## src/rtl/dmem_arbiter.sv

```systemverilog
// Round-robin arbiter that shares one single-port data memory between two requesters.
// Each access is a two-cycle transaction: a latch cycle in IDLE, then one ACCESS cycle.
module dmem_arbiter #(
    parameter int DW    = 16,
    parameter int AW    = 16,
    parameter int DEPTH = 24
) (
    input  logic          clk,
    input  logic          rst,
    input  logic          a_req,
    input  logic          a_we,
    input  logic [AW-1:0] a_addr,
    input  logic [DW-1:0] a_wdata,
    input  logic          b_req,
    input  logic          b_we,
    input  logic [AW-1:0] b_addr,
    input  logic [DW-1:0] b_wdata,
    output logic          a_ack,
    output logic          b_ack,
    output logic          a_err,
    output logic          b_err,
    output logic [DW-1:0] a_rdata,
    output logic [DW-1:0] b_rdata,
    output logic          mem_write,
    output logic          mem_read,
    output logic [AW-1:0] mem_addr,
    output logic [DW-1:0] mem_wdata,
    input  logic [DW-1:0] mem_rdata
);

    typedef enum logic {IDLE, ACCESS} state_t;

    localparam logic OWN_A = 1'b0;
    localparam logic OWN_B = 1'b1;

    state_t        state_q, state_d;
    logic          ptr_q, ptr_d;
    logic          owner_q, owner_d;
    logic          we_q, we_d;
    logic [AW-1:0] addr_q, addr_d;
    logic [DW-1:0] wdata_q, wdata_d;
    logic          a_ack_q, a_ack_d, b_ack_q, b_ack_d;
    logic          a_err_q, a_err_d, b_err_q, b_err_d;
    logic [DW-1:0] a_rdata_q, a_rdata_d, b_rdata_q, b_rdata_d;

    logic          in_range;
    logic          winner;

    assign in_range = (addr_q < AW'(DEPTH));
    // A lone requester wins outright; on contention the pointer decides.
    assign winner   = (a_req && b_req) ? ptr_q : b_req;

    always_comb begin
        // NOTE: every signal gets a default before the case so no path leaves it unassigned (no latches).
        state_d   = state_q;
        ptr_d     = ptr_q;
        owner_d   = owner_q;
        we_d      = we_q;
        addr_d    = addr_q;
        wdata_d   = wdata_q;
        a_ack_d   = 1'b0;
        b_ack_d   = 1'b0;
        a_err_d   = 1'b0;
        b_err_d   = 1'b0;
        a_rdata_d = a_rdata_q;
        b_rdata_d = b_rdata_q;
        mem_write = 1'b0;
        mem_read  = 1'b0;
        mem_addr  = '0;
        mem_wdata = '0;

        case (state_q)
            IDLE: begin
                if (a_req || b_req) begin
                    owner_d = winner;
                    ptr_d   = ~winner;
                    we_d    = (winner == OWN_B) ? b_we    : a_we;
                    addr_d  = (winner == OWN_B) ? b_addr  : a_addr;
                    wdata_d = (winner == OWN_B) ? b_wdata : a_wdata;
                    state_d = ACCESS;
                end
            end
            ACCESS: begin
                mem_addr  = addr_q;
                mem_wdata = wdata_q;
                // Strobes are gated by rst so a reset cycle can never commit a write.
                mem_write = we_q & in_range & rst;
                mem_read  = ~we_q & in_range & rst;
                state_d   = IDLE;
                if (owner_q == OWN_A) begin
                    a_ack_d = 1'b1;
                    a_err_d = ~in_range;
                    if (!we_q) a_rdata_d = in_range ? mem_rdata : '0;
                end else begin
                    b_ack_d = 1'b1;
                    b_err_d = ~in_range;
                    if (!we_q) b_rdata_d = in_range ? mem_rdata : '0;
                end
            end
            default: state_d = IDLE;
        endcase
    end

    always_ff @(posedge clk) begin
        // NOTE: state registers use non-blocking assignments so every flop samples pre-edge values.
        if (!rst) begin
            state_q   <= IDLE;
            ptr_q     <= OWN_A;
            owner_q   <= OWN_A;
            we_q      <= 1'b0;
            addr_q    <= '0;
            wdata_q   <= '0;
            a_ack_q   <= 1'b0;
            b_ack_q   <= 1'b0;
            a_err_q   <= 1'b0;
            b_err_q   <= 1'b0;
            a_rdata_q <= '0;
            b_rdata_q <= '0;
        end else begin
            state_q   <= state_d;
            ptr_q     <= ptr_d;
            owner_q   <= owner_d;
            we_q      <= we_d;
            addr_q    <= addr_d;
            wdata_q   <= wdata_d;
            a_ack_q   <= a_ack_d;
            b_ack_q   <= b_ack_d;
            a_err_q   <= a_err_d;
            b_err_q   <= b_err_d;
            a_rdata_q <= a_rdata_d;
            b_rdata_q <= b_rdata_d;
        end
    end

    assign a_ack   = a_ack_q;
    assign b_ack   = b_ack_q;
    assign a_err   = a_err_q;
    assign b_err   = b_err_q;
    assign a_rdata = a_rdata_q;
    assign b_rdata = b_rdata_q;

endmodule

```

## config.mk

```make
export PLATFORM = sky130hd
export DESIGN_NAME = dmem_arbiter
export DESIGN_NICKNAME = d
export VERILOG_FILES = /design/src/rtl/dmem_arbiter.sv
export SDC_FILE = /design/constraint.sdc
export NUM_CORES = 1
export LEC_CHECK = 0
export CAP_MARGIN = 20
export CORE_ASPECT_RATIO = 1.1
export CORE_MARGIN = 2
export CORE_UTILIZATION = 40
export DETAILED_ROUTE_END_ITERATION = 16
export PLACE_DENSITY = 0.82
export RECOVER_POWER = 100
export SETUP_SLACK_MARGIN = 0.05
export SLEW_MARGIN = 25
export SYNTH_ARGS = -nofsm -noshare
export SYNTH_HDL_FRONTEND = slang
export SYNTH_SLANG_ARGS = --single-unit
```

## constraint.sdc

```tcl
create_clock -name clk -period 5.56 [get_ports clk]
set_input_delay 1.39 -clock clk [delete_from_list [all_inputs] [get_ports clk]]
set_output_delay 1.39 -clock clk [all_outputs]
set_load 0.01 [all_outputs]
```

==> flow_metrics.py, run 1 <==
metrics = {
    "floorplan": {
        "die_area_mm2": 0.008047,
        "core_mm2": 0.007047,
        "dieWidth_um": 85.71,
        "std_cell_rows": 32,
        "pin_count": 156,
        "initial_core_util_pct": 41.69,
        "fp.dieH_um": 93.89,
    },
    "placement": {
        "placed_insts": 512,
        "globalplace.congestion": 0.8268,
        "detailedPlacementHpwl_um": 6494,
        "placement.io_buffers": 155,
    },
    "timing": {
        "max_clock_freq_mhz": 200.0,
        "timing.max_slew.rel_slack_pct": 11.35,
        "worst_clock_skew_ns": 0.01340,
        "fin_setup_tns_ns": 0,
        "timing.final.max_slew_violations": 0,
        "setup_viol": 0,
        "grt_setup_unrepaired": "no",
        "final_hold_viol_count": 0,
        "final.min_clock_period_ns": 5.000,
        "timing_worst_slew_pin_value_ns": 1.330,
        "fin_crit_sh_pct": 89.92,
    },
    "cells_and_area": {
        "antenna_cells": 0,
        "area_delta_synth_final_pct": 61.07,
        "filler_cell_count": 550,
        "drive_above_1_share_pct": 6.546,
        "final-instance-count-excl-fill": 528,
        "multi_input_area_mm2": 0.001354,
        "seqCellArea_mm2": 0.001441,
        "fin_nets": 524,
    },
    "yosys": {
        "yosysMostFrequentCell": "sky130_fd_sc_hd__dfxtp_1",
        "synth-async-reset-ratio_pct": 0,
        "synth_common_cells": "72 x sky130_fd_sc_hd__dfxtp_1, 34 x sky130_fd_sc_hd__a21oi_1, 33 x sky130_fd_sc_hd__a32oi_1, 33 x sky130_fd_sc_hd__nand3_1, 32 x sky130_fd_sc_hd__a32o_1",
        "syn_avg_cell_area_um2": 9.825,
        "cell_accounting_for_the_most_synthesized_area": "sky130_fd_sc_hd__dfxtp_1",
        "yosys_register_bits": 72,
        "syn_area_mm2": 0.002938,
        "synth_seq_area_share_pct": 49.06,
        "post_synth_inst_count": 299,
        "mappedNetlistNets": 385,
        "synth_warnings": 0,
        "number_of_flops_mapped_to_enable_cells_by_yosys": 0,
        "netlist.area_leader.share_pct": 49.06,
        "postSynth.topFlopCell": "sky130_fd_sc_hd__dfxtp_1",
        "synth.lib_cells_used.distinct": 26,
        "area_contributors_post_synth": "sky130_fd_sc_hd__dfxtp_1 49%, sky130_fd_sc_hd__a32o_1 11%, sky130_fd_sc_hd__a32oi_1 9.8%, sky130_fd_sc_hd__and2_1 6.6%, sky130_fd_sc_hd__a21oi_1 5.8%",
    },
    "power_and_ir_drop": {
        "switchingPower_w": 0.0003155,
        "pwr-share-seq_pct": 45.3,
        "power.share.clock_pct": 37.8,
        "cellLeakagePower_nw": 1.807,
        "internal_power_w": 0.0009296,
        "power-per-cell-area_mw_per_mm2": 263.1,
        "pwr-share-comb_pct": 17.0,
        "vdd_drop_max_mv": 0.1506,
        "power.share.switching_pct": 25.34,
    },
    "min_path": {
        "hold_path.startpoint": "b_rdata[3]$_SDFFE_PN0P_",
        "class_of_the_tightest_hold_or_removal_check": "reg -> reg",
    },
    "routing": {
        "vias": 3079,
        "final_antenna_net_count": 0,
        "wl_met3_um": 941,
        "top_metal_used": "met4",
        "wl_met1_um": 3860,
        "wl_met2_um": 4579,
        "viasPerCell": 5.831,
        "route.final.wire_length_um": 9557,
        "drt_iter0_markers": 99,
        "avgRoutedWirePerCell_um": 18.10,
        "drc": 0,
        "drt_pass1_iterations": 4,
    },
    "setup_path": {
        "timing.critical_path.from": "rst",
        "worst-setup-path-type": "in -> out",
        "cp.required_ns": 4.17,
        "worstPathMaxFanout": 14,
        "endpoint_kind": "primary output",
        "worst_setup_sp_type": "primary input",
        "critPathArrivalTime_ns": 3.61,
        "regToRegStartpoint": "state_q$_SDFF_PP0_",
    },
    "clock_network": {
        "root_buffer": "sky130_fd_sc_hd__clkbuf_8",
        "clkSinkCount": 72,
        "worstSkewPairLatency_ns": 0.35,
        "cts_tree": "built",
        "cts.reportedPaths.clkPinSlew_ns": 0.07,
        "cts-resized-gates": 0,
        "number_of_buffers_created_by_cts": 9,
        "cts_hold_buffers": 0,
        "post_cts_setup_buffer_count": 0,
        "ctsHtreeMaxLevel": 3,
        "cts_buffer_depth": 2,
    },
    "global_routing": {
        "globalRoute.totalOverflow": 0,
        "number_of_global_route_vias_before_repair": 3013,
        "grt_pass1_wl_um": 14720,
        "grt_overall_usage_pct": 23.39,
        "grt_antenna_before_repair": 0,
        "grt_start_max_net_pins": 42,
    },
    "job": {
        "cap_viol_max_count": 0,
    },
    "run_status": {
        "run_status": "completed",
    },
}
per-layer routing:
metal | vias to the layer above | global-route usage (%)
li1 | 1431 | -
met1 | 1475 | 26.11
met2 | 157 | 39.78
met3 | 16 | 9.402
met4 | 0 | 8.995
met5 | - | 0
final timing paths:
path / to / slack (ns) / cells past startpoint
worst min register to register: b_rdata[3]$_SDFFE_PN0P_ / 0.46 / 1
worst max register to register: wdata_q[14]$_SDFFE_PN0P_ / 2.48 / 4
worst min-delay path: b_rdata[3]$_SDFFE_PN0P_ / 0.46 / 1
worst max-delay path: mem_write / 0.56 / 6
cell usage in the layout, fill, tap and decap left out:
master and instances:
sky130_fd_sc_hd__a21bo_2 1, sky130_fd_sc_hd__o21bai_1 1, sky130_fd_sc_hd__clkinv_2 2, sky130_fd_sc_hd__and2_1 9
sky130_fd_sc_hd__clkinv_4 1, sky130_fd_sc_hd__a32o_1 32, sky130_fd_sc_hd__and2_2 1, sky130_fd_sc_hd__and3_1 2
sky130_fd_sc_hd__or4_4 2, sky130_fd_sc_hd__nor2b_2 1, sky130_fd_sc_hd__and2_0 22, sky130_fd_sc_hd__bufinv_16 2
sky130_fd_sc_hd__nor4_4 1, sky130_fd_sc_hd__dlygate4sd3_1 47, sky130_fd_sc_hd__a211oi_1 1, sky130_fd_sc_hd__or3_1 1
sky130_fd_sc_hd__nand2b_1 2, sky130_fd_sc_hd__inv_1 1, sky130_fd_sc_hd__a32oi_1 33, sky130_fd_sc_hd__a21oi_1 34
sky130_fd_sc_hd__clkbuf_8 11, sky130_fd_sc_hd__nor4b_1 1, sky130_fd_sc_hd__nor2b_1 2, sky130_fd_sc_hd__nand2_1 3
sky130_fd_sc_hd__nor2_1 5, sky130_fd_sc_hd__dfxtp_1 72, sky130_fd_sc_hd__nor3b_4 1, sky130_fd_sc_hd__nand3_1 33
sky130_fd_sc_hd__clkdlybuf4s50_1 108, sky130_fd_sc_hd__clkbuf_1 2, sky130_fd_sc_hd__and3b_1 2, sky130_fd_sc_hd__nor3_1 1
sky130_fd_sc_hd__nand2_2 1, sky130_fd_sc_hd__buf_4 5
per-stage QoR:
step           hold WS, ns  setup slack, ns  instance area, µm²  utilization [%]  total power, W
3_5_place_dp        0.4534           0.9607                4511            64.01       0.0007883
5_1_grt             0.4883           0.4645                4732            67.15        0.001298
2_1_floorplan       0.4504            1.865                2938                -       0.0006726
3_3_place_gp        0.4470           0.9617                4507            63.96       0.0007842
6_report            0.4625           0.5605                4732            67.15        0.001245
4_1_cts             0.4706           0.9612                4741            67.28        0.001255
logic make-up (layout without fill, tap and decap cells):
kind of cell / Yosys count / count (layout) / synth area share, %
AO/OA/AOI/OAI: 102 / 102 / 27.39
buffers and inverters: 35 / 179 / 5.238
AND/OR/NAND/NOR: 90 / 90 / 18.31
flip-flops: 72 / 72 / 49.06
state kept, by name, summed over array words and instances, names as in the netlist:
signal	cells
wdata_q	16
b_ack	1
we_q	1
addr_q	16
b_rdata	16
owner_q	1
b_err	1
a_ack	1
a_rdata	16
state_q	1
a_err	1
ptr_q	1
final cells by class:
class / instances / area share, %
Clock inverter: 5 / 1.666
Tap cell: 85 / 2.247
Clock buffer: 11 / 3.199
Inverter: 1 / 0.07932
Sequential cell: 72 / 30.46
Timing Repair Buffer: 162 / 33.74
Multi-Input combinational cell: 192 / 28.61
critical path: stages:
cell and delay (ns):
sky130_fd_sc_hd__dlygate4sd3_1 0.58, sky130_fd_sc_hd__a21bo_2 0.25, sky130_fd_sc_hd__nor4_4 0.11, sky130_fd_sc_hd__clkbuf_1 0.49, sky130_fd_sc_hd__and3_1 0.24, sky130_fd_sc_hd__clkdlybuf4s50_1 0.53
power groups by stage:
| stage | sequential (W) | clock [W] | combinational (W) |
|---|---|---|---|
| final | 0.000564 | 0.000470 | 0.000211 |
| after global routing | 0.000566 | 0.000504 | 0.000228 |
| after CTS | 0.000563 | 0.000477 | 0.000215 |
| after detailed placement | 0.000574 | 0 | 0.000214 |
| after floorplan | 0.000567 | 0 | 0.000106 |
| after global placement | 0.000573 | 0 | 0.000211 |
(Power assumes the default switching activity.)
==> inputs of run 2 (changes only) <==
--- a/config.mk
+++ b/config.mk
@@ -17,3 +17,4 @@
 export SYNTH_ARGS = -nofsm -noshare
 export SYNTH_HDL_FRONTEND = slang
 export SYNTH_SLANG_ARGS = --single-unit
+export TNS_END_PERCENT = 20
==> results of run 2 <==
Final layout, timing and power as in run 1 (identical DEF).
